`config.mk`:
```
export PLATFORM = sky130hd
export DESIGN_NAME = nn_in_loader
export DESIGN_NICKNAME = d
export VERILOG_FILES = /design/src/rtl/nn_pkg.sv /design/src/rtl/nn_sym_counter.sv /design/src/rtl/nn_in_loader.sv
export SDC_FILE = /design/constraint.sdc
export NUM_CORES = 1
export LEC_CHECK = 0
export CORE_MARGIN = 5
export CORE_UTILIZATION = 40
export CTS_BUF_LIST = sky130_fd_sc_hd__clkbuf_16
export CTS_CLUSTER_DIAMETER = 80
export DETAILED_ROUTE_END_ITERATION = 10
export GPL_TIMING_DRIVEN = 0
export PLACE_DENSITY = 0.67
export REMOVE_ABC_BUFFERS = 1
export SLEW_MARGIN = 20
export SYNTH_ARGS = -nofsm -noshare
export SYNTH_HDL_FRONTEND = slang
export SYNTH_SLANG_ARGS = --single-unit
```
`constraint.sdc`:
```
create_clock -name clk -period 9.16 [get_ports clk]
set_clock_uncertainty 0.15 [all_clocks]
set_input_delay 1.832 -clock clk [delete_from_list [all_inputs] [get_ports clk]]
set_output_delay 1.832 -clock clk [all_outputs]
set_load 0.01 [all_outputs]
```
`src/rtl/nn_pkg.sv`:
```
// Shared constants and state encoding for the NN input loader.
package nn_pkg;

  localparam int N_PIX  = 144;
  localparam int N_WGT  = 9;
  localparam int N_FLT  = 4;
  localparam int PIX_W  = 2;
  localparam int N_COEF = N_WGT * N_FLT;
  localparam int IMG_W  = N_PIX * PIX_W;
  localparam int FLT_W  = N_WGT * PIX_W;

  typedef enum logic [1:0] {
    LOAD_PIX = 2'd0,
    LOAD_FLT = 2'd1,
    HOLD     = 2'd2
  } state_t;

  // Index of the final symbol of the phase the loader is currently in.
  function automatic logic [7:0] last_index(input state_t st);
    return (st == LOAD_PIX) ? 8'(N_PIX - 1) : 8'(N_COEF - 1);
  endfunction

endpackage

```
`src/rtl/nn_sym_counter.sv`:
```
// Symbol counter for the input loader, with terminal-count compare.
module nn_sym_counter
  import nn_pkg::*;
(
  input  logic       clk,
  input  logic       rst,
  input  logic       inc,
  input  logic       clr,
  input  logic [7:0] last_idx,
  output logic [7:0] cnt,
  output logic       at_last
);

  always_ff @(posedge clk) begin
    if (rst || clr) begin
      cnt <= 8'd0;
    end else if (inc) begin
      cnt <= cnt + 8'd1;
    end
  end

  assign at_last = (cnt == last_idx);

endmodule

```
`src/rtl/nn_in_loader.sv`:
```
// Serial-to-parallel loader: 144 pixels then 36 filter weights, held until ack.
// Optional macro NN_LOAD_FILTER_ONCE_EN: load filters only in the first frame after reset.
module nn_in_loader
  import nn_pkg::*;
(
  input  logic         clk,
  input  logic         rst,
  input  logic         s_valid,
  input  logic [1:0]   s_data,
  output logic         s_ready,
  output logic [287:0] img,
  output logic [17:0]  filter1,
  output logic [17:0]  filter2,
  output logic [17:0]  filter3,
  output logic [17:0]  filter4,
  output logic         img_valid,
  input  logic         ack
);

  localparam int DATA_W = PIX_W;

  state_t                    state;
  logic [7:0]                cnt;
  logic                      at_last;
  logic                      accept;
  logic                      done;
  logic                      leave_hold;
  logic                      skip_flt;
  logic [8:0]                img_idx;
  logic [6:0]                flt_idx;
  logic [N_COEF*PIX_W-1:0]   flt;

  assign accept     = s_valid && s_ready;
  assign done       = accept && at_last;
  assign leave_hold = (state == HOLD) && ack;

  // Weight m of the flat filter vector sits at bits [2m+1:2m], which is
  // exactly filter(m/9+1) weight m%9 once the vector is split into 18-bit slices.
  assign img_idx = {cnt, 1'b0};
  assign flt_idx = {cnt[5:0], 1'b0};

  nn_sym_counter u_cnt (
    .clk      (clk),
    .rst      (rst),
    .inc      (accept),
    .clr      (done || leave_hold),
    .last_idx (last_index(state)),
    .cnt      (cnt),
    .at_last  (at_last)
  );

`ifdef NN_LOAD_FILTER_ONCE_EN
  logic flt_loaded;
  assign skip_flt = flt_loaded;
`else
  assign skip_flt = 1'b0;
`endif

  always_ff @(posedge clk) begin
    if (rst) begin
      state     <= LOAD_PIX;
      img       <= '0;
      flt       <= '0;
      img_valid <= 1'b0;
      s_ready   <= 1'b1;
`ifdef NN_LOAD_FILTER_ONCE_EN
      flt_loaded <= 1'b0;
`endif
    end else begin
      case (state)
        LOAD_PIX: begin
          if (accept) begin
            img[img_idx +: DATA_W] <= s_data;
            if (at_last) begin
              if (skip_flt) begin
                state     <= HOLD;
                img_valid <= 1'b1;
                s_ready   <= 1'b0;
              end else begin
                state <= LOAD_FLT;
              end
            end
          end
        end
        LOAD_FLT: begin
          if (accept) begin
            flt[flt_idx +: DATA_W] <= s_data;
            if (at_last) begin
              state     <= HOLD;
              img_valid <= 1'b1;
              s_ready   <= 1'b0;
`ifdef NN_LOAD_FILTER_ONCE_EN
              flt_loaded <= 1'b1;
`endif
            end
          end
        end
        HOLD: begin
          if (ack) begin
            state     <= LOAD_PIX;
            img_valid <= 1'b0;
            s_ready   <= 1'b1;
          end
        end
        default: begin
          state     <= LOAD_PIX;
          img_valid <= 1'b0;
          s_ready   <= 1'b1;
        end
      endcase
    end
  end

  assign filter1 = flt[1*FLT_W-1:0*FLT_W];
  assign filter2 = flt[2*FLT_W-1:1*FLT_W];
  assign filter3 = flt[3*FLT_W-1:2*FLT_W];
  assign filter4 = flt[4*FLT_W-1:3*FLT_W];

endmodule
```
== Yosys cells after proc, flatten, opt, wreduce, memory -nomap -nowiden ==
Index checks and enable logic that the tools add are counted.
Widths: inputs -> output; s select.

* Register bits after elaboration: 372
* Input bits: 6
* Output and inout bits: 362
* Logic and storage cells: 49

* $add $sub $neg: 3
* Eq/ne operators: 8
* Shifts and indexed selects: 4
* Muxes and demuxes: 17
* Bitwise logic cells: 1
* Reductions and logical operators: 10

{| class="wikitable"
|+ Operators with widths
! cell !! count
|-
| $bwmux 288 || 1
|-
| $shift 2x11->288 const A || 1
|-
| $shiftx 2x11->288 || 1
|-
| $bwmux 72 || 1
|-
| $shift 2x9->72 const A || 1
|-
| $shiftx 2x9->72 || 1
|-
| $neg 9->11 || 1
|-
| $mux 2 || 5
|-
| $ne 2x2->1 const B || 5
|-
| $neg 7->9 || 1
|-
| $add 8x1->8 const B || 1
|-
| $eq 8x8->1 || 1
|-
| $mux 8 || 1
|-
| $mux 1 || 6
|-
| $pmux 1 s3 || 2
|-
| $pmux 2 s3 || 1
|-
| $reduce_and 5->1 || 1
|-
| $reduce_and 2->1 || 2
|-
| $reduce_and 4->1 || 1
|-
| $logic_and 1x1->1 || 3
|-
| $eq 2x1->1 const B || 1
|-
| $eq 2x2->1 const B || 1
|-
| $logic_not 2->1 || 1
|-
| $logic_or 1x1->1 || 2
|-
| $not 1->1 || 1
|}

== Depth between registers and ports, before layout ==
* Depth in word-level cells: 6
* Gate-level depth with buffers: 13
* Mapped depth without buffers: 7

== Modules after synthesis ==
Synthesis repeated with hierarchy kept, for this count alone.

* Cells, all modules: 1781
* Area, all modules: 16075.4 µm²

{| class="wikitable"
|+ Modules (own cells, without submodules)
! module !! times used !! cells an instance !! area an instance (µm²) !! sequential area each (µm²)
|-
| nn_in_loader || 1 || 1731 || 15642.5 || 7287.0
|-
| nn_sym_counter || 1 || 50 || 432.9 || 160.2
|}

== Worst setup path before layout ==
No wires, ideal clock.

* Kind: input port to flip-flop
* Start point: input port s_valid
* End point: register img[228]
* Library setup time: 0.116 ns
* Arrival: 3.476 ns
* Required time: 8.894 ns
* Slack: 5.418 ns
* Stages on the path: 6
* Path buffers: 1
* Cells stage by stage: nand2_1 -> nor3_1 -> o221ai_1 -> clkbuf_1 -> or2_2 -> a31o_2

* Longest elaborated chain between the ends: 2

{| class="wikitable"
|+ Ends and longest elaborated chain
! element !! line !! source
|-
| start, declared || nn_in_loader.sv:8 || <nowiki>input logic s_valid,</nowiki>
|-
| $logic_and 1x1->1 || nn_in_loader.sv:33 || <nowiki>assign accept = s_valid && s_ready;</nowiki>
|-
| $reduce_and 2->1 (no line) || - ||
|-
| end signal, assigned by index || nn_in_loader.sv:73 || <nowiki>img[img_idx +: DATA_W] <= s_data;</nowiki>
|-
| end, declared || nn_in_loader.sv:11 || <nowiki>output logic [287:0] img,</nowiki>
|}

Every way passes these cells.
A chain may end at the register's enable or synchronous reset.

== Final worst setup path ==
* Start point: input port s_valid
* End point: register img[67]

Same word-level chain as after synthesis.

==> flow_summary.toml <==
[setup_path]
r2r-start = "u_cnt.cnt[0]"
path_cells = "clkdlybuf4s50_1 -> nand2_1 -> nor3_2 -> nand2_1 -> or4_1 -> mux2i_1"
cp-start-kind = "input port"
worstPathRequired_ns = 9.43
rr_worst_depth = 7
rr_endpoint = "img[81]"
rrSetupSlack_ns = 4.73
crit_type = "in2reg"
cp-startpoint = "s_valid"
worst_path_largest_cell_delay_ns = 0.77
critPathCapture = "img[67]"
crit_top_cell = "nand2_1"
critical_path.slowest_cell = "nor3_2"
end_kind = "flop"
crit_fanout = 16
cp.arrival_ns = 4.94

[routing]
wirelength_mm = 56.7
via_count = 14000
dr.pass1.iters = 7
viasPerCell = 5.52
ant_nets = 0
wire_per_inst_um = 22.4
drtIter0Drc = 875
drcViolationCount = 0

[grt]
grt_pass1_vias = 14000
grt_overflow = 0
grt_util_all_layers_pct = 24.9
grt_max_degree = 141
antenna_found_initial = 2
grt_pass1_wl_mm = 86.2

[clock_tree]
cts_tree = "yes"
clock_latency_ns = 0.55
cts.repair_timing.setup_buffer_count = 0
root_buffer = "clkbuf_16"
cts_hold_buf = 0
clk_pin_slew_worst_paths_ns = 0.06
clock_sinks = 372
cts-resized-gates = 0
htree_levels = 2
cts_buffer_depth = 3
numCtsBuffers = 41

[power_and_ir_drop]
total_power_mw = 3.35
power.density_nw_per_um2 = 157
max-vdd-ir-drop_mv = 0.128
leakage_nw = 7.53

[floorplan]
rows = 73
initial_core_util_pct = 40.1
fp.dieW_um = 209
chipHeight_um = 209
core-area_um2 = 39500
dieArea_um2 = 43700
pin_count = 368

[placed_design]
portBuffers = 367
placedCellCount = 2465
dpl.hpwl_mm = 40.5
place_ws_ns = 3.92
gp_congestion = 0.905
place_area_um2 = 20200

[cells_and_area]
nets = 1994
instances_no_fill = 2531
layout_commonest_cell = "dfxtp_1"
final_cell_mix = "372 x dfxtp_1, 364 x clkdlybuf4s50_1, 279 x nand2_1, 269 x mux2i_1, 93 x nor2_1"
fin_area_um2 = 21400
drive_gt1_share_pct = 11.3
nFillCells = 3483
area_delta_synth_final_pct = 34.9

[logic_synthesis]
syn_area_um2 = 15800
ys_types = 79
synth_ff_type = "dfxtp_1"
yosysSeqAreaShare_pct = 47.0
synth-edff-count = 0
synth_cells = 1676
avgSynthCellArea_um2 = 9.45
yosys_register_bits = 372
async_flop_share_pct = 0
ys_warn_count = 0

[sta]
finalSetupViolCount = 0
max_clock_freq_ghz = 0.214
rsz0062_at_grt = "false"
hold_violations = 0
period_needed_ns = 4.67
worst_pin_slew_ns = 1.11
worst_slack_ns = 4.49
whs_ns = 0.307
drv_slew = 0
slew_headroom_pct = 25.2
period_share_pct = 51.0

[status]
status = "completed"

[worst_hold_path]
hp-class = "reg2reg"

[flow_run]
maxCapViolations = 0
-- flip-flops by register name, summed over array words and instances (netlist names) --
register	cells
flt	72
state	2
img_valid	1
s_ready	1
img	288
u_cnt.cnt	8
-- per-stage QoR --
stage	setup TNS, ns	utilization, %
2_1_floorplan	0	-
3_3_place_gp	-1407.01	49.7
3_5_place_dp	0	51.3
4_1_cts	0	54.1
5_1_grt	0	54.2
6_report	0	54.2
-- area by class of cell --
class	instances	area, µm²	area share, %
diodes	1	2.50	0.0117
clock buffers	41	1030	4.80
clock inverters	23	103	0.480
inverters	6	30.0	0.141
multi-input cells	1165	7960	37.3
flip-flops and latches	372	7450	34.8
well taps	525	657	3.07
repair buffers	398	4140	19.4
-- cell families (layout without fill, tap and decap cells) --
logic type      Yosys count  count (layout)  synth area share (%)
compound gates          183             183                  8.34
simple gates            691             691                  22.4
flops                   372             372                  47.0
xor+xnor                 10              10                 0.600
other cells               0               1                     0
buf+inv                 139             468                  3.76
fa+ha+maj                 4               4                 0.316
mux                     277             277                  17.6
-- worst min path at each step --
| stage | from | endpoint | slack, ns | cells past startpoint |
|---|---|---|---|---|
| 2_1_floorplan | flt[24] | flt[24] | 0.33 | 2 |
| 4_1_cts | img[202] | img[202] | 0.31 | 2 |
| 3_3_place_gp | flt[29] | flt[29] | 0.29 | 2 |
| 3_5_place_dp | img[244] | img[244] | 0.30 | 2 |
| 5_1_grt | flt[24] | flt[24] | 0.33 | 2 |
| 6_report | img[283] | img[283] | 0.31 | 2 |
-- synthesized netlist by cell type (9+ instances only) --
library cell | instances | share of area, %
nor4_1 | 19 | 0.75
dfxtp_1 | 372 | 47
clkbuf_1 | 97 | 2.3
nor2b_1 | 14 | 0.55
a21oi_1 | 40 | 1.3
nand2_1 | 282 | 6.7
or2_2 | 14 | 0.55
nand4_1 | 13 | 0.51
o21ai_0 | 33 | 1.0
nor2_1 | 93 | 2.2
o311ai_0 | 11 | 0.61
nor3_2 | 29 | 1.8
a31o_2 | 36 | 2.0
and3_1 | 11 | 0.43
nand2b_1 | 14 | 0.55
nor3_1 | 80 | 2.5
o41ai_1 | 13 | 0.72
nand3_1 | 61 | 1.9
mux2i_1 | 269 | 17
nand2_4 | 9 | 0.64
buf_2 | 28 | 0.88
-- critical path, delay by kind of cell --
family / cells / cell delay, ns
buf+inv: 1 / 0.53
mux: 1 / 0.15
simple gates: 4 / 2.42
-- metal layers --
| layer | track usage, % | wire, µm | vias up |
|---|---|---|---|
| met2 | 39.5 | 26100 | 508 |
| met4 | 9.47 | 2080 | 2 |
| met5 | 0 | 7 | - |
| li1 | - | - | 6536 |
| met1 | 32.7 | 24200 | 6804 |
| met3 | 6.58 | 4380 | 113 |
-- power breakdown --
group / switching (mW) / internal (mW)
registers: 0.00658 / 1.62
logic: 0.205 / 0.0630
clock network: 0.650 / 0.803
Power figures use the tool's default switching activity.
